==> src/rtl/eth_tx_axis_arbiter_if.sv <==
// Bundle of the user-side AXIS sources, the MAC transmit AXIS port and the arbiter status
// signals. The master modport is the arbiter's view; slave is the surrounding logic's view.
interface eth_tx_axis_arbiter_if #(
    parameter int C_NUM_PORTS = 2
);
    logic [C_NUM_PORTS-1:0]   s_axis_tvalid;
    logic [8*C_NUM_PORTS-1:0] s_axis_tdata;
    logic [C_NUM_PORTS-1:0]   s_axis_tlast;
    logic [C_NUM_PORTS-1:0]   s_axis_tready;

    logic                     tx_axis_mac_tvalid;
    logic [7:0]               tx_axis_mac_tdata;
    logic                     tx_axis_mac_tlast;
    logic                     tx_axis_mac_tready;

    logic [1:0]               grant_id;
    logic                     busy;
    logic [C_NUM_PORTS-1:0]   trunc_pulse;

    modport master (
        input  s_axis_tvalid,
        input  s_axis_tdata,
        input  s_axis_tlast,
        output s_axis_tready,
        output tx_axis_mac_tvalid,
        output tx_axis_mac_tdata,
        output tx_axis_mac_tlast,
        input  tx_axis_mac_tready,
        output grant_id,
        output busy,
        output trunc_pulse
    );

    modport slave (
        output s_axis_tvalid,
        output s_axis_tdata,
        output s_axis_tlast,
        input  s_axis_tready,
        input  tx_axis_mac_tvalid,
        input  tx_axis_mac_tdata,
        input  tx_axis_mac_tlast,
        output tx_axis_mac_tready,
        input  grant_id,
        input  busy,
        input  trunc_pulse
    );
endinterface

==> src/rtl/eth_tx_axis_arbiter.sv <==
// Frame-granular round-robin arbiter feeding the tri-mode MAC transmit AXIS port, with a
// per-frame length guard and idle gap. Define ETH_TX_ARB_PRIO0_EN to give port 0 strict priority.
module eth_tx_axis_arbiter #(
    parameter int C_NUM_PORTS = 2,
    parameter int C_MAX_LEN   = 1518,
    parameter int C_GAP       = 2
) (
    input  logic                  tx_mac_aclk,
    input  logic                  tx_mac_reset,
    eth_tx_axis_arbiter_if.master bus
);

    localparam logic [1:0]  LAST_PORT = 2'(C_NUM_PORTS - 1);
    localparam logic [15:0] LEN_LAST  = 16'(C_MAX_LEN - 1);
    localparam logic [7:0]  GAP_LAST  = (C_GAP > 0) ? 8'(C_GAP - 1) : 8'd0;

    typedef enum logic [1:0] {
        IDLE = 2'd0,
        XFER = 2'd1,
        DROP = 2'd2,
        GAP  = 2'd3
    } state_t;

    // With no gap configured a finished frame goes straight back to arbitration.
    localparam state_t AFTER_FRAME = (C_GAP == 0) ? IDLE : GAP;

    state_t                 state;
    logic [1:0]             grant;
    logic [1:0]             rr_ptr;
    logic [15:0]            byte_cnt;
    logic [7:0]             gap_cnt;
    logic                   busy_q;
    logic [C_NUM_PORTS-1:0] trunc_q;

    logic                   sel_valid;
    logic                   sel_last;
    logic [7:0]             sel_data;
    logic [C_NUM_PORTS-1:0] grant_oh;
    logic                   force_last;
    logic                   xfer_acc;
    logic                   drop_acc;
    logic                   pick_found;
    logic [1:0]             pick_idx;

    function automatic logic [15:0] sat_inc16(input logic [15:0] v);
        return (v == 16'hFFFF) ? v : v + 16'd1;
    endfunction

    // Returns {found, index}; the search starts one past the last winner.
    function automatic logic [2:0] rr_pick(input logic [C_NUM_PORTS-1:0] req,
                                           input logic [1:0]             ptr);
        logic       found;
        logic [1:0] win;
        int         idx;
        found = 1'b0;
        win   = 2'd0;
`ifdef ETH_TX_ARB_PRIO0_EN
        if (req[0]) begin
            found = 1'b1;
        end
        for (int k = 1; k < C_NUM_PORTS; k++) begin
            idx = 1 + ((int'(ptr) - 1 + k) % (C_NUM_PORTS - 1));
            if (!found && req[idx]) begin
                found = 1'b1;
                win   = 2'(idx);
            end
        end
`else
        for (int k = 1; k <= C_NUM_PORTS; k++) begin
            idx = (int'(ptr) + k) % C_NUM_PORTS;
            if (!found && req[idx]) begin
                found = 1'b1;
                win   = 2'(idx);
            end
        end
`endif
        return {found, win};
    endfunction

    always_comb begin
        sel_valid = 1'b0;
        sel_last  = 1'b0;
        sel_data  = 8'd0;
        grant_oh  = '0;
        for (int i = 0; i < C_NUM_PORTS; i++) begin
            if (grant == 2'(i)) begin
                grant_oh[i] = 1'b1;
                sel_valid   = bus.s_axis_tvalid[i];
                sel_last    = bus.s_axis_tlast[i];
                sel_data    = bus.s_axis_tdata[8*i +: 8];
            end
        end
    end

    assign {pick_found, pick_idx} = rr_pick(bus.s_axis_tvalid, rr_ptr);

    // A beat that reaches the length limit without its own tlast gets one forced on it.
    assign force_last = (byte_cnt == LEN_LAST) && !sel_last;
    assign xfer_acc   = (state == XFER) && sel_valid && bus.tx_axis_mac_tready;
    assign drop_acc   = (state == DROP) && sel_valid;

    always_comb begin
        bus.tx_axis_mac_tvalid = 1'b0;
        bus.tx_axis_mac_tdata  = 8'd0;
        bus.tx_axis_mac_tlast  = 1'b0;
        bus.s_axis_tready      = '0;
        case (state)
            XFER: begin
                bus.tx_axis_mac_tvalid = sel_valid;
                bus.tx_axis_mac_tdata  = sel_data;
                bus.tx_axis_mac_tlast  = sel_valid && (sel_last || force_last);
                bus.s_axis_tready      = grant_oh & {C_NUM_PORTS{bus.tx_axis_mac_tready}};
            end
            DROP: begin
                bus.s_axis_tready = grant_oh;
            end
            default: ;
        endcase
    end

    assign bus.grant_id    = grant;
    assign bus.busy        = busy_q;
    assign bus.trunc_pulse = trunc_q;

    always_ff @(posedge tx_mac_aclk or posedge tx_mac_reset) begin
        if (tx_mac_reset) begin
            state    <= IDLE;
            grant    <= 2'd0;
            rr_ptr   <= LAST_PORT;
            byte_cnt <= 16'd0;
            gap_cnt  <= 8'd0;
            busy_q   <= 1'b0;
            trunc_q  <= '0;
        end else begin
            trunc_q <= '0;
            case (state)
                IDLE: begin
                    if (pick_found) begin
                        grant    <= pick_idx;
`ifdef ETH_TX_ARB_PRIO0_EN
                        if (pick_idx != 2'd0) begin
                            rr_ptr <= pick_idx;
                        end
`else
                        rr_ptr   <= pick_idx;
`endif
                        byte_cnt <= 16'd0;
                        busy_q   <= 1'b1;
                        state    <= XFER;
                    end
                end
                XFER: begin
                    if (xfer_acc) begin
                        byte_cnt <= sat_inc16(byte_cnt);
                        if (sel_last) begin
                            gap_cnt <= 8'd0;
                            busy_q  <= 1'b0;
                            state   <= AFTER_FRAME;
                        end else if (force_last) begin
                            trunc_q <= grant_oh;
                            state   <= DROP;
                        end
                    end
                end
                DROP: begin
                    if (drop_acc && sel_last) begin
                        gap_cnt <= 8'd0;
                        busy_q  <= 1'b0;
                        state   <= AFTER_FRAME;
                    end
                end
                GAP: begin
                    if (gap_cnt == GAP_LAST) begin
                        state <= IDLE;
                    end else begin
                        gap_cnt <= gap_cnt + 8'd1;
                    end
                end
                default: state <= IDLE;
            endcase
        end
    end

endmodule
==> src/flat_wrapper.sv <==
// flat-port wrapper written by rule: the top's interface ports become plain ports
module eth_tx_axis_arbiter_flat 
#(
    parameter int C_NUM_PORTS = 2,
    parameter int C_MAX_LEN   = 1518,
    parameter int C_GAP       = 2
)
  (tx_mac_aclk, tx_mac_reset, bus_s_axis_tvalid, bus_s_axis_tdata, bus_s_axis_tlast, bus_s_axis_tready, bus_tx_axis_mac_tvalid, bus_tx_axis_mac_tdata, bus_tx_axis_mac_tlast, bus_tx_axis_mac_tready, bus_grant_id, bus_busy, bus_trunc_pulse);
  eth_tx_axis_arbiter_if #(.C_NUM_PORTS(C_NUM_PORTS)) bus_i ();
  input  logic tx_mac_aclk;
  input  logic tx_mac_reset;
  input wire logic [$bits(bus_i.s_axis_tvalid)-1:0] bus_s_axis_tvalid;
  input wire logic [$bits(bus_i.s_axis_tdata)-1:0] bus_s_axis_tdata;
  input wire logic [$bits(bus_i.s_axis_tlast)-1:0] bus_s_axis_tlast;
  output wire logic [$bits(bus_i.s_axis_tready)-1:0] bus_s_axis_tready;
  output wire logic [$bits(bus_i.tx_axis_mac_tvalid)-1:0] bus_tx_axis_mac_tvalid;
  output wire logic [$bits(bus_i.tx_axis_mac_tdata)-1:0] bus_tx_axis_mac_tdata;
  output wire logic [$bits(bus_i.tx_axis_mac_tlast)-1:0] bus_tx_axis_mac_tlast;
  input wire logic [$bits(bus_i.tx_axis_mac_tready)-1:0] bus_tx_axis_mac_tready;
  output wire logic [$bits(bus_i.grant_id)-1:0] bus_grant_id;
  output wire logic [$bits(bus_i.busy)-1:0] bus_busy;
  output wire logic [$bits(bus_i.trunc_pulse)-1:0] bus_trunc_pulse;
  assign bus_i.s_axis_tvalid = bus_s_axis_tvalid;
  assign bus_i.s_axis_tdata = bus_s_axis_tdata;
  assign bus_i.s_axis_tlast = bus_s_axis_tlast;
  assign bus_s_axis_tready = bus_i.s_axis_tready;
  assign bus_tx_axis_mac_tvalid = bus_i.tx_axis_mac_tvalid;
  assign bus_tx_axis_mac_tdata = bus_i.tx_axis_mac_tdata;
  assign bus_tx_axis_mac_tlast = bus_i.tx_axis_mac_tlast;
  assign bus_i.tx_axis_mac_tready = bus_tx_axis_mac_tready;
  assign bus_grant_id = bus_i.grant_id;
  assign bus_busy = bus_i.busy;
  assign bus_trunc_pulse = bus_i.trunc_pulse;
  eth_tx_axis_arbiter #(.C_NUM_PORTS(C_NUM_PORTS), .C_MAX_LEN(C_MAX_LEN), .C_GAP(C_GAP)) u_core (.tx_mac_aclk(tx_mac_aclk), .tx_mac_reset(tx_mac_reset), .bus(bus_i));
endmodule
==> config.mk <==
export PLATFORM = sky130hd
export DESIGN_NAME = eth_tx_axis_arbiter_flat
export DESIGN_NICKNAME = d
export VERILOG_FILES = /design/src/rtl/eth_tx_axis_arbiter_if.sv /design/src/rtl/eth_tx_axis_arbiter.sv /design/src/flat_wrapper.sv
export SDC_FILE = /design/constraint.sdc
export NUM_CORES = 1
export LEC_CHECK = 0
export CORE_UTILIZATION = 32
export CTS_CLUSTER_SIZE = 40
export DETAILED_ROUTE_END_ITERATION = 10
export SLEW_MARGIN = 15
export SYNTH_ARGS = -nofsm -noshare
export SYNTH_HDL_FRONTEND = slang
export SYNTH_SLANG_ARGS = --single-unit
==> constraint.sdc <==
create_clock -name tx_mac_aclk -period 5.7 [get_ports tx_mac_aclk]
set_input_delay 1.71 -clock tx_mac_aclk [delete_from_list [all_inputs] [get_ports tx_mac_aclk]]
set_output_delay 1.71 -clock tx_mac_aclk [all_outputs]
set_load 0.02 [all_outputs]
==> results of run 1 <==
critical path: stages:
cell and delay, ns:
clkdlybuf4s50_1 0.59, mux2i_1 0.20, nor2_1 0.18, a21boi_0 0.19, clkdlybuf4s50_1 0.64
layout make-up:
type	instances	area (µm²)
clock buffer	6	82.58
clock inverter	1	5.005
fill	645	3741
inverter	12	45.04
multi-input combinational	182	1280
sequential	31	777.0
tap	77	96.34
timing repair buffer	40	395.4
metrics by stage:
step / power (µW) / area [µm²]
CTS: 998.9 / 2681
global placement: 810.8 / 2594
global route: 1061 / 2681
finish: 986.7 / 2681
floorplan: 667.0 / 2165
detailed placement: 816.1 / 2594
flip-flops by register name, indices dropped and copies added, names as in the netlist:
| register | flops |
|---|---|
| u_core.bus.busy | 1 |
| u_core.bus.grant_id | 1 |
| u_core.bus.trunc_pulse | 2 |
| u_core.byte_cnt | 16 |
| u_core.gap_cnt | 8 |
| u_core.rr_ptr | 1 |
| u_core.state | 2 |
kinds of logic after synthesis:
logic type,synth area share
compound gates,0.1671
xor+xnor,0.04046
fa+ha+maj,0.04624
buf+inv,0.04970
flops,0.3590
mux,0.06532
other cells,0.001732
simple gates,0.2705
final timing paths:
check	end	slack [ns]
max reg2reg	u_core.byte_cnt[3]	3.14
min	u_core.bus.busy	0.49
min in group asynchronous	u_core.byte_cnt[8]	1.82
max in group asynchronous	u_core.rr_ptr[0]	3.55
max	bus_tx_axis_mac_tlast	0.47
min reg2reg	u_core.bus.busy	0.49
power by group:
group          switching (µW)  total, µW  internal, µW
logic                     286        506           220
clock network            83.8        178          94.7
registers                50.0        302           252
total                     420        987           567
Yosys cell counts, drive strengths merged, types with 5 or more instances:
cell type | number | area share
mux2i | 13 | 0.060
nand4 | 7 | 0.020
o21ai | 17 | 0.043
nand2 | 16 | 0.028
nand3 | 10 | 0.023
xor2 | 5 | 0.020
buf | 8 | 0.024
xnor2 | 5 | 0.020
ha | 8 | 0.046
dfrtp | 30 | 0.35
nor4b | 5 | 0.040
o31ai | 5 | 0.017
nor2 | 31 | 0.054
inv | 12 | 0.021
routing by layer:
layer,up-vias,global-route usage,routed length (µm)
met4,0,0.05329,104
met3,10,0.03736,303
met1,871,0.1920,2229
met2,67,0.2325,2167
li1,911,-,-
met5,-,0,0
==> metrics.yaml, run 1 <==
run_status:
  status: "complete, no violations"
yosys:
  synth_sequential_area_ratio: 0.3590
  synth_register_bits: 31
  synthesis.nets: 267
  synth_top_flop_cell: "dfrtp_1"
  postSynthCellCount: 236
  syn_avg_cell_area_um2: 9.172
  post_synth_design_cell_area_um2: 2165
  post_synth_edffs: 0
  netlist-cell-type-count: 56
  ys.warnings.count: 0
  async_sr_flop_fraction: 1.000
drt:
  drtPass1Iterations: 4
  drt.antenna.violating_nets: 0
  drt_first_iter_violations: 103
  detailroute.via_count: 1859
  route.detailed.drc: 0
  routed_wirelength_mm: 4.804
  post_drt_via_cell_ratio: 5.327
  routedWlPerCell_um: 13.77
worst_setup_path:
  cp_data_required_time_ns: 3.99
  reg2reg_from: "u_core.state[1]"
  timing_worst_setup_path_type: "input pin to primary output"
  timing.critical_path.fanout_max: 7
  timing.critical_path.to_type: "primary output"
  worstPathArrival_ns: 3.52
  worst-r2r-cell-count: 7
  worstSetupStartpoint: "bus_s_axis_tvalid[1]"
  startpoint_type: "input pin"
sta:
  setup_tns_ns: 0
  finalMaxSlewViolations: 0
  post-route-period-util: 0.9175
  max_freq_mhz: 191.2
  setup_slack_ns: 0.4704
  count_of_endpoints_failing_hold_in_the_final_timing_report: 0
  rsz_0062_raised_after_global_routing: "no"
  clock_tree_skew_after_final_layout_ns: 0.005574
  worst_slew_margin_rel: 0.3761
  worstMarginPinSlew_ns: 0.9325
  final.hold.worst_slack_ns: 0.4946
  timing.final.setup_violations: 0
  fin_crit_ns: 5.230
run:
  timing.max_cap.violations: 0
die:
  initial_core_util: 0.3370
  ios: 40
  die_width_um: 84.25
  floorplan.die_area_um2: 7097
  design.core.area_um2: 6422
  total_number_of_placement_rows: 29
  dieHeight_um: 84.25
cts:
  insertion_delay_ns: 0.28
  postCtsResizedCells: 0
  clk_tree_root_cell: "clkbuf_8"
  clock-sinks: 31
  cts_buffer_count: 5
  clk_pin_slew_worst_paths_ns: 0.07
  cts_hold_buffers: 0
  cts_htree_levels: 2
  largest_buffer_count_on_any_clock_path: 2
  tritoncts: "built"
  cts_setup_buffers: 0
layout:
  finalNetCount: 303
  post-route-util: 0.4175
  flow.area_growth_from_synthesis_pct: 23.87
  final_layout_size_suffix_gt1_frac: 0.09191
  post_layout_nonfiller_instances: 349
  highest_count_cells_in_the_layout_ignoring_fill_and_taps: "38 x clkdlybuf4s50_1, 31 x nor2_1, 30 x dfrtp_1"
  layout.cells.most_common: "clkdlybuf4s50_1"
  antenna_cells: 0
pwr:
  vdd_drop_max_mv: 0.2375
  total_leakage_power_uw: 0.001113
  powerDensity_nw_per_um2: 368.0
grt:
  grt_overflow_total: 0
  grt_util_all_layers: 0.1462
  first_global_vias: 1805
  global_route_wire_length_before_repair_mm: 8.452
  grt_antenna_before_repair: 0
  maximum_number_of_pins_on_one_net_before_global_route_repair: 32
placed_design:
  dp.final_hpwl_mm: 3.468
  routabilityCongestion: 0.7836
  dpl_worst_slack_ns: 0.4739
  post-place-cells: 342
  portBuffers: 38
hold_path:
  timing.hold.worst.start: "u_core.bus.busy"
  min_path_cells: 2
  path_type_of_the_worst_min_delay_path: "flip-flop to flip-flop"
(Power assumes the default switching activity.)
==> inputs of run 2 (changes only) <==
--- a/config.mk
+++ b/config.mk
@@ -8,6 +8,7 @@
 export CORE_UTILIZATION = 32
 export CTS_CLUSTER_SIZE = 40
 export DETAILED_ROUTE_END_ITERATION = 10
+export MAX_ROUTING_LAYER = met4
 export SLEW_MARGIN = 15
 export SYNTH_ARGS = -nofsm -noshare
 export SYNTH_HDL_FRONTEND = slang
==> run 2 against run 1 <==
Compared with the run above:
- sequential power about the same
- cell count unchanged
- core utilization unchanged
- combinational power about the same
- maximum frequency about the same
- critical path depth unchanged
- sequential share of layout area unchanged
- non-clock buffer count unchanged
- critical path type unchanged
- largest cell class unchanged
==> metrics.yaml, run 2 (same netlist as run 1, synthesis figures left out) <==
layout:
  multiInputGateArea_um2: 1280
  largest_register_ffs: 16
  flow.area_growth_from_synthesis_pct: 23.87
  reg.largest.list: "u_core.byte_cnt (16), u_core.gap_cnt (8)"
  layout.filler_cells: 645
  regMostFlops: "u_core.byte_cnt"
  regArea_um2: 777.0
  post_layout_nonfiller_instances: 349
  finalNetCount: 303
  antenna_cells: 0
  post-route-util: 0.4175
  highest_count_cells_in_the_layout_ignoring_fill_and_taps: "38 x clkdlybuf4s50_1, 31 x nor2_1, 30 x dfrtp_1"
  final_layout_size_suffix_gt1_frac: 0.09191
  layout.cells.most_common: "clkdlybuf4s50_1"
worst_setup_path:
  cp_data_required_time_ns: 3.99
  r2r-end: "u_core.byte_cnt[3]"
  worst_path_most_repeated_cell: "clkdlybuf4s50_1"
  reg2reg_from: "u_core.state[1]"
  timing_worst_setup_path_type: "input pin to primary output"
  timing.critical_path.to_type: "primary output"
  cpLargestDelayFamily: "buffers and inverters"
  ff2ff_setup_slack_ns: 3.14
  worst-path-stages: 5
  cp.buffers_inverters: 2
  timing.critical_path.fanout_max: 7
  worst-r2r-cell-count: 7
  timing.critical_path.slowest_cell_delay_ns: 0.64
  path_cells: "clkdlybuf4s50_1 -> mux2i_1 -> nor2_1 -> a21boi_0 -> clkdlybuf4s50_1"
  startpoint_type: "input pin"
  worstSetupStartpoint: "bus_s_axis_tvalid[1]"
  cpMaxStageDelayCell: "clkdlybuf4s50_1"
  worstPathArrival_ns: 3.52
die:
  die_width_um: 84.25
  initial_core_util: 0.3370
  design.core.area_um2: 6422
  floorplan.die_area_um2: 7097
  ios: 40
  dieHeight_um: 84.25
  total_number_of_placement_rows: 29
cts:
  cts_htree_levels: 2
  cts_buffer_count: 5
  largest_buffer_count_on_any_clock_path: 2
  clock-sinks: 31
  tritoncts: "built"
  postCtsResizedCells: 0
  clk_pin_slew_worst_paths_ns: 0.07
  cts_setup_buffers: 0
  cts_hold_buffers: 0
  clk_tree_root_cell: "clkbuf_8"
  insertion_delay_ns: 0.28
sta:
  finalMaxSlewViolations: 0
  rsz_0062_raised_after_global_routing: "no"
  worstMarginPinSlew_ns: 0.9496
  timing.final.setup_violations: 0
  post-route-period-util: 0.9180
  setup_tns_ns: 0
  clock_tree_skew_after_final_layout_ns: 0.005566
  fin_crit_ns: 5.233
  count_of_endpoints_failing_hold_in_the_final_timing_report: 0
  max_freq_mhz: 191.1
  worst_slew_margin_rel: 0.3646
drt:
  drt_first_iter_violations: 126
  drtPass1Iterations: 4
  drt.antenna.violating_nets: 0
  post_drt_via_cell_ratio: 5.312
  detailroute.via_count: 1854
  routed_wirelength_mm: 4.809
  routedWlPerCell_um: 13.78
  route.detailed.drc: 0
placed_design:
  post-place-cells: 342
  dp.final_hpwl_mm: 3.468
  routabilityCongestion: 0.7945
  portBuffers: 38
grt:
  grt_antenna_before_repair: 0
  global_route_wire_length_before_repair_mm: 8.445
  grt_util_all_layers: 0.1507
  maximum_number_of_pins_on_one_net_before_global_route_repair: 32
  grt_overflow_total: 0
  first_global_vias: 1806
pwr:
  vdd_drop_max_mv: 0.2379
  powerDensity_nw_per_um2: 367.6
  total_leakage_power_uw: 0.001113
  power_uw: 985.6
hold_path:
  hold_path_sink: "u_core.bus.busy"
  path_type_of_the_worst_min_delay_path: "flip-flop to flip-flop"
  min_path_cells: 2
  timing.hold.worst.start: "u_core.bus.busy"
run:
  timing.max_cap.violations: 0
run_status:
  status: "complete, no violations"
run 2: cell counts in the layout (fill, tap and decap cells not counted):
Identical to the previous run, type by type.
run 2: per-stage QoR:
step | setup slack, ns | hold WS, ns | cell area [µm²]
6_report | 0.4673 | 0.4946 | 2681
5_1_grt | 0.2650 | 0.5463 | 2681
4_1_cts | 0.4421 | 0.4993 | 2681
3_5_place_dp | 0.4739 | 0.4819 | 2594
3_3_place_gp | 0.4886 | 0.4735 | 2594
2_1_floorplan | 1.253 | 0.4686 | 2165
run 2: power by group:
| group | internal [µW] | switching [µW] | leakage, µW | total, µW |
|---|---|---|---|---|
| clock | 94.7 | 82.4 | 0.0000470 | 177 |
| combinational | 220 | 286 | 0.000645 | 507 |
| sequential | 252 | 50.1 | 0.000420 | 302 |
| total | 567 | 419 | 0.00111 | 986 |
run 2: how the worst max path moves through the flow:
stage,to,slack [ns]
floorplan,bus_tx_axis_mac_tlast,1.25
global placement,bus_tx_axis_mac_tlast,0.49
detailed placement,bus_tx_axis_mac_tlast,0.47
CTS,bus_tx_axis_mac_tlast,0.44
global route,bus_tx_axis_mac_tlast,0.27
finish,bus_tx_axis_mac_tlast,0.47
run 2: layout make-up:
cell class,count,area share
clock buffers,6,0.03080
clock inverters,1,0.001867
inverters,12,0.01680
multi-input cells,182,0.4774
flip-flops and latches,31,0.2898
well taps,77,0.03593
repair buffers,40,0.1475
run 2: tightest hold or removal path: stages, from the launching register on:
cell and delay (ns):
dfrtp_1 0.35, nand2_1 0.05, o21ai_0 0.06
run 2: routing by layer:
metal  share of wire  track usage  vias to the layer above
met1            0.46       0.1920                      869
met5               0            -                        -
met2            0.45       0.2325                       65
met4           0.019      0.05329                        0
li1                -            -                      911
met3           0.065      0.03736                        9
==> inputs of run 3 (changes only) <==
--- a/config.mk
+++ b/config.mk
@@ -5,10 +5,12 @@
 export SDC_FILE = /design/constraint.sdc
 export NUM_CORES = 1
 export LEC_CHECK = 0
-export CORE_UTILIZATION = 32
+export CORE_UTILIZATION = 58
+export CTS_BUF_LIST = sky130_fd_sc_hd__clkbuf_8
 export CTS_CLUSTER_SIZE = 40
 export DETAILED_ROUTE_END_ITERATION = 10
 export MAX_ROUTING_LAYER = met4
+export PLACE_DENSITY = 0.87
 export SLEW_MARGIN = 15
 export SYNTH_ARGS = -nofsm -noshare
 export SYNTH_HDL_FRONTEND = slang
==> run 3 against run 2 <==
Compared with the run above:
- clock power up 28%
- sequential share of layout area up 0.095 points
- final area down 0.33%
- count of clock-buffer cells in the layout unchanged
- largest power group unchanged
==> metrics.yaml, run 3 (same netlist as run 1, synthesis figures left out) <==
run_status:
  status: "complete, no violations"
die:
  design.core.area_um2: 3442
  die_width_um: 63.09
  initial_core_util: 0.6289
  ios: 40
  dieHeight_um: 63.09
  total_number_of_placement_rows: 21
  floorplan.die_area_um2: 3980
layout:
  regMostFlops: "u_core.byte_cnt"
  largest_register_ffs: 16
  post_layout_nonfiller_instances: 319
  reg.largest.list: "u_core.byte_cnt (16), u_core.gap_cnt (8)"
  final_layout_size_suffix_gt1_frac: 0.09524
  flow.area_growth_from_synthesis_pct: 23.47
  layout.cells.most_common: "clkdlybuf4s50_1"
  highest_count_cells_in_the_layout_ignoring_fill_and_taps: "38 x clkdlybuf4s50_1, 31 x nor2_1, 30 x dfrtp_1"
  antenna_cells: 0
  finalNetCount: 303
placed_design:
  dp.final_hpwl_mm: 3.338
  post-place-cells: 311
  portBuffers: 38
  routabilityCongestion: 0.8633
worst_setup_path:
  timing.critical_path.to_type: "primary output"
  timing.critical_path.fanout_max: 7
  cp_data_required_time_ns: 3.99
  cpLargestDelayFamily: "buffers and inverters"
  cpMaxStageDelayCell: "clkdlybuf4s50_1"
  timing_worst_setup_path_type: "input pin to primary output"
  worstPathArrival_ns: 3.61
  worst_path_most_repeated_cell: "clkdlybuf4s50_1"
  startpoint_type: "input pin"
  timing.critical_path.slowest_cell_delay_ns: 0.65
  cp.buffers_inverters: 2
  path_cells: "clkdlybuf4s50_1 -> mux2i_1 -> nor2_1 -> a21boi_0 -> clkdlybuf4s50_1"
cts:
  clk_tree_root_cell: "clkbuf_8"
  postCtsResizedCells: 0
  insertion_delay_ns: 0.28
  largest_buffer_count_on_any_clock_path: 2
  tritoncts: "built"
  cts_buffer_count: 5
  clock-sinks: 31
  cts_setup_buffers: 0
  cts_hold_buffers: 0
  cts_htree_levels: 2
  clk_pin_slew_worst_paths_ns: 0.07
sta:
  worstMarginPinSlew_ns: 0.9360
  worst_slew_margin_rel: 0.3737
  setup_tns_ns: 0
  count_of_endpoints_failing_hold_in_the_final_timing_report: 0
  max_freq_mhz: 187.9
  rsz_0062_raised_after_global_routing: "no"
  clock_tree_skew_after_final_layout_ns: 0.004894
  post-route-period-util: 0.9339
  fin_crit_ns: 5.323
  timing.final.setup_violations: 0
  finalMaxSlewViolations: 0
grt:
  most_utilized_layer_in_the_global_route_result: "met2"
  grt_overflow_total: 0
  grt_use_met3: 0.05435
  global_route.usage.met1: 0.3461
  maximum_number_of_pins_on_one_net_before_global_route_repair: 32
  first_global_vias: 1902
  global_route_wire_length_before_repair_mm: 8.535
  grt_util_all_layers: 0.2803
  globalRouteMet2Util: 0.4530
  grt_antenna_before_repair: 0
pwr:
  total_leakage_power_uw: 0.001127
  powerDensity_nw_per_um2: 390.4
  vdd_drop_max_mv: 0.3205
drt:
  drtPass1Iterations: 4
  drt_first_iter_violations: 142
  routedWlPerCell_um: 14.91
  route.detailed.drc: 0
  detailroute.via_count: 1901
  routed_wirelength_mm: 4.756
  drt.antenna.violating_nets: 0
  post_drt_via_cell_ratio: 5.959
hold_path:
  path_type_of_the_worst_min_delay_path: "flip-flop to flip-flop"
run:
  timing.max_cap.violations: 0
-- run 3: worst register-to-register path: cells and delay by family (launching register included) --
kind            cells  cell delay (ns)
simple gates        3             0.83
fa+ha+maj           1             0.55
xor+xnor            1             0.20
flops               1             0.43
compound gates      1             0.24
buf+inv             1             0.12
-- run 3: report_power, final --
part           switching [µW]  leakage (µW)  internal [µW]
clock                    86.0     0.0000612            141
sequential               53.7      0.000420            252
combinational             291      0.000645            220
-- run 3: metrics by stage --
stage                     hold WS (ns)    util  area [µm²]  power, µW  setup WS, ns
after global placement          0.4753  0.7423        2555      801.0        0.4208
after global routing            0.5627  0.7764        2673       1110        0.2352
after floorplan                 0.4686       -        2165      667.0         1.253
final                           0.5117  0.7764        2673       1043        0.3769
after detailed placement        0.4900  0.7423        2555      811.6        0.3955
after CTS                       0.5159  0.7764        2673       1044        0.3483
-- run 3: final timing paths --
path | startpoint | to | slack (ns) | cells past startpoint
setup / recovery | bus_s_axis_tvalid[1] | bus_tx_axis_mac_tlast | 0.38 | 5
hold / removal | u_core.bus.busy | u_core.bus.busy | 0.51 | 2
setup reg to reg | u_core.state[1] | u_core.byte_cnt[4] | 3.17 | 7
hold reg to reg | u_core.bus.busy | u_core.bus.busy | 0.51 | 2
max in group asynchronous | tx_mac_reset | u_core.rr_ptr[0] | 3.58 | 3
min in group asynchronous | tx_mac_reset | u_core.byte_cnt[7] | 1.80 | 3
-- run 3: layer usage --
metal  routed length (µm)  vias to the layer above
met2                 2275                       65
met3                  234                        5
met1                 2192                      912
met4                   53                        0
li1                     -                      919
met5                    0                        -
-- run 3: final cells by class --
cell class,instances,area (µm²)
Multi-Input combinational cell,182,1280
Fill cell,247,769.5
Tap cell,46,57.56
Timing Repair Buffer,40,395.4
Sequential cell,31,777.0
Inverter,12,45.04
Clock buffer,6,82.58
Clock inverter,2,35.03
==> variant (config.mk and constraints of run 1) <==
`C_NUM_PORTS` is set to 2 in 3 places; all go to 1.
--- a/src/rtl/eth_tx_axis_arbiter_if.sv
+++ b/src/rtl/eth_tx_axis_arbiter_if.sv
@@ -1,7 +1,7 @@
 // Bundle of the user-side AXIS sources, the MAC transmit AXIS port and the arbiter status
 // signals. The master modport is the arbiter's view; slave is the surrounding logic's view.
 interface eth_tx_axis_arbiter_if #(
-    parameter int C_NUM_PORTS = 2
+    parameter int C_NUM_PORTS = 1
 );
     logic [C_NUM_PORTS-1:0]   s_axis_tvalid;
     logic [8*C_NUM_PORTS-1:0] s_axis_tdata;
--- a/src/rtl/eth_tx_axis_arbiter.sv
+++ b/src/rtl/eth_tx_axis_arbiter.sv
@@ -1,7 +1,7 @@
 // Frame-granular round-robin arbiter feeding the tri-mode MAC transmit AXIS port, with a
 // per-frame length guard and idle gap. Define ETH_TX_ARB_PRIO0_EN to give port 0 strict priority.
 module eth_tx_axis_arbiter #(
-    parameter int C_NUM_PORTS = 2,
+    parameter int C_NUM_PORTS = 1,
     parameter int C_MAX_LEN   = 1518,
     parameter int C_GAP       = 2
 ) (
--- a/src/flat_wrapper.sv
+++ b/src/flat_wrapper.sv
@@ -1,7 +1,7 @@
 // flat-port wrapper written by rule: the top's interface ports become plain ports
 module eth_tx_axis_arbiter_flat 
 #(
-    parameter int C_NUM_PORTS = 2,
+    parameter int C_NUM_PORTS = 1,
     parameter int C_MAX_LEN   = 1518,
     parameter int C_GAP       = 2
 )
Interface: changed (5 resized); port bits go from 40 to 28. No check against the original RTL was run, so the function may have changed too.
==> variant against run 1 <==
  * Highest routed layer unchanged
  * Wire length is 0.50% lower
  * Die area decreased by 8.5%
  * Cell area decreased by 13%
  * Count of clock-buffer cells in the layout shrank 3
  * Worst setup slack improved by 0.18 ns
  * Critical path depth did not move
  * Synthesized area decreased by 8.7%
  * Power is 17% lower
  * Sequential cell count down 3
==> variant: results (changes against run 1) <==
r2r_start: "u_core.state[0]$_DFFE_PP0P_"  # was u_core.state[1]$_DFFE_PP0P_
grtUsageTotal_pct: 15.8  # was 14.6%
cpPeakStageDelay_ns: 0.61  # was 0.64 ns
skew_ns: 0.00708  # was 0.00557 ns
dp_hpwl_um: 3420  # was 3470 µm
tightest_slew_ns: 0.607  # was 0.932 ns
slowest_stage: "clkdlybuf4s50_1"  # unchanged
synth_common_cells: "dfrtp_1, nand3_1, inv_1, nand2_1, and2_1"  # was nor2_1, dfrtp_1, nand2_1, mux2i_1, o21ai_0
synth_area_leaders: "dfrtp_1, ha_1, nand3_1"  # was dfrtp_1, mux2i_1, nor2_1
avgViaCountPerCell: 5.63  # was 5.33
yosys_most_used_dff: "dfrtp_1"  # unchanged
syn_inst: 215  # was 236
startpoint: "bus_s_axis_tvalid"  # was bus_s_axis_tvalid[1]
max-cap-violations: 0  # unchanged
grt_start_max_net_pins: 31  # was 32
ys_seq_area_share_pct: 35.4  # was 35.9%
status: "complete, no violations"  # unchanged
drive_gt1_share_pct: 7.98  # was 9.19%
reg2reg_to: "u_core.byte_cnt[15]$_DFFE_PP0P_"  # was u_core.byte_cnt[3]$_DFFE_PP0P_
path_max_fanout: 8  # was 7
clk_latency_ns: 0.28  # about the same
vdd_ir_drop_max_uv: 332  # was 238 µV
cts_buffers: 3  # was 5
r2r_slack_ns: 3.35  # was 3.14 ns
ff2ff_path_depth: 6  # was 7
critical_path.top_delay_family: "buffers and inverters"  # unchanged
port_buffers: 25  # was 38
h-tree-depth: 1  # was 2
drt_iter0_markers: 135  # was 103
dp_cells: 310  # was 342
post_cts_buffers: 0  # unchanged
powerComb_uw: 452  # was 506 µW
p_leak_nw: 0.995  # was 1.11 nW
pg_seq_uw: 255  # was 302 µW
root_buffer: "clkbuf_8"  # unchanged
combPwrFrac_pct: 55.2  # was 51.3%
gp_congestion: 0.852  # was 0.784
hp-class: "reg2reg"  # unchanged
final_nets: 261  # was 303
clk_pin_slew_ns: 0.09  # was 0.07 ns
min_from: "u_core.bus.busy$_DFFE_PP0P_"  # unchanged
crit_end: "bus_tx_axis_mac_tlast"  # unchanged
totalWireLength_um: 4780  # was 4800 µm
p_sw_uw: 350  # was 420 µW
firstDrtPassIters: 4  # unchanged
grt_pass1_vias: 1699  # was 1805
cp_data_arrival_time_ns: 3.34  # was 3.52 ns
async_flop_share_pct: 100  # unchanged
grt_pass1_wl_um: 7980  # was 8450 µm
n_fill_cell: 602  # was 645
vias: 1761  # was 1859
largestRegisters: "u_core.byte_cnt (16), u_core.gap_cnt (8), u_core.state (2)"  # was u_core.byte_cnt (16), u_core.gap_cnt (8)
yosysUniqueCellTypes: 61  # was 56
[variant: changes by cell type after synthesis, moves of 4 or more]
cell / before / now
and3_1: 3 / 8
buf_2: 5 / 1
o21ai_0: 13 / 8
xnor2_1: 5 / 0
xor2_1: 5 / 0
mux2i_1: 13 / 4
nor2_1: 31 / 9
o2111ai_1: 4 / 0
nand2_1: 16 / 11
and2_1: 3 / 10
nand3_1: 10 / 17
[variant: worst min path at each step]
stage / to / slack, ns / cells after the start
final: u_core.bus.busy$_DFFE_PP0P_ / 0.54 / 2
after global routing: u_core.gap_cnt[7]$_DFFE_PP0P_ / 0.59 / 1
after CTS: u_core.byte_cnt[6]$_DFFE_PP0P_ / 0.54 / 1
after detailed placement: u_core.byte_cnt[6]$_DFFE_PP0P_ / 0.53 / 1
after global placement: u_core.bus.busy$_DFFE_PP0P_ / 0.51 / 2
after floorplan: u_core.gap_cnt[7]$_DFFE_PP0P_ / 0.47 / 1
[variant: logic make-up (layout without fill, tap and decap cells)]
group	Yosys count	count (layout)	share of synthesized area, %
other	1	2	0.190
DFF	28	28	35.4
AOI/OAI and AO/OA	61	61	24.0
and+or+nand+nor	91	91	27.5
buffers and inverters	20	42	4.43
muxes	6	6	3.35
adders and majority gates	8	8	5.06
[variant: layer usage]
layer	track usage [%]	vias up	part of all wire (%)
met3	2.27	4	3.8
li1	-	881	-
met2	26.5	33	46
met4	3.93	0	0.75
met5	0	-	0
met1	21.1	843	49
[variant: per-stage QoR]
stage	cell area (µm²)	worst slack, ns
after CTS	2340	0.636
after global placement	2300	0.644
after floorplan	1980	1.61
after global routing	2340	0.509
final	2340	0.648
after detailed placement	2300	0.643
[variant: cell type report]
class	count	share of cell area, %
multi-input cells	168	51.0
clock buffers	3	1.77
flip-flops and latches	28	30.0
repair buffers	27	11.3
well taps	75	4.01
inverters	12	1.93
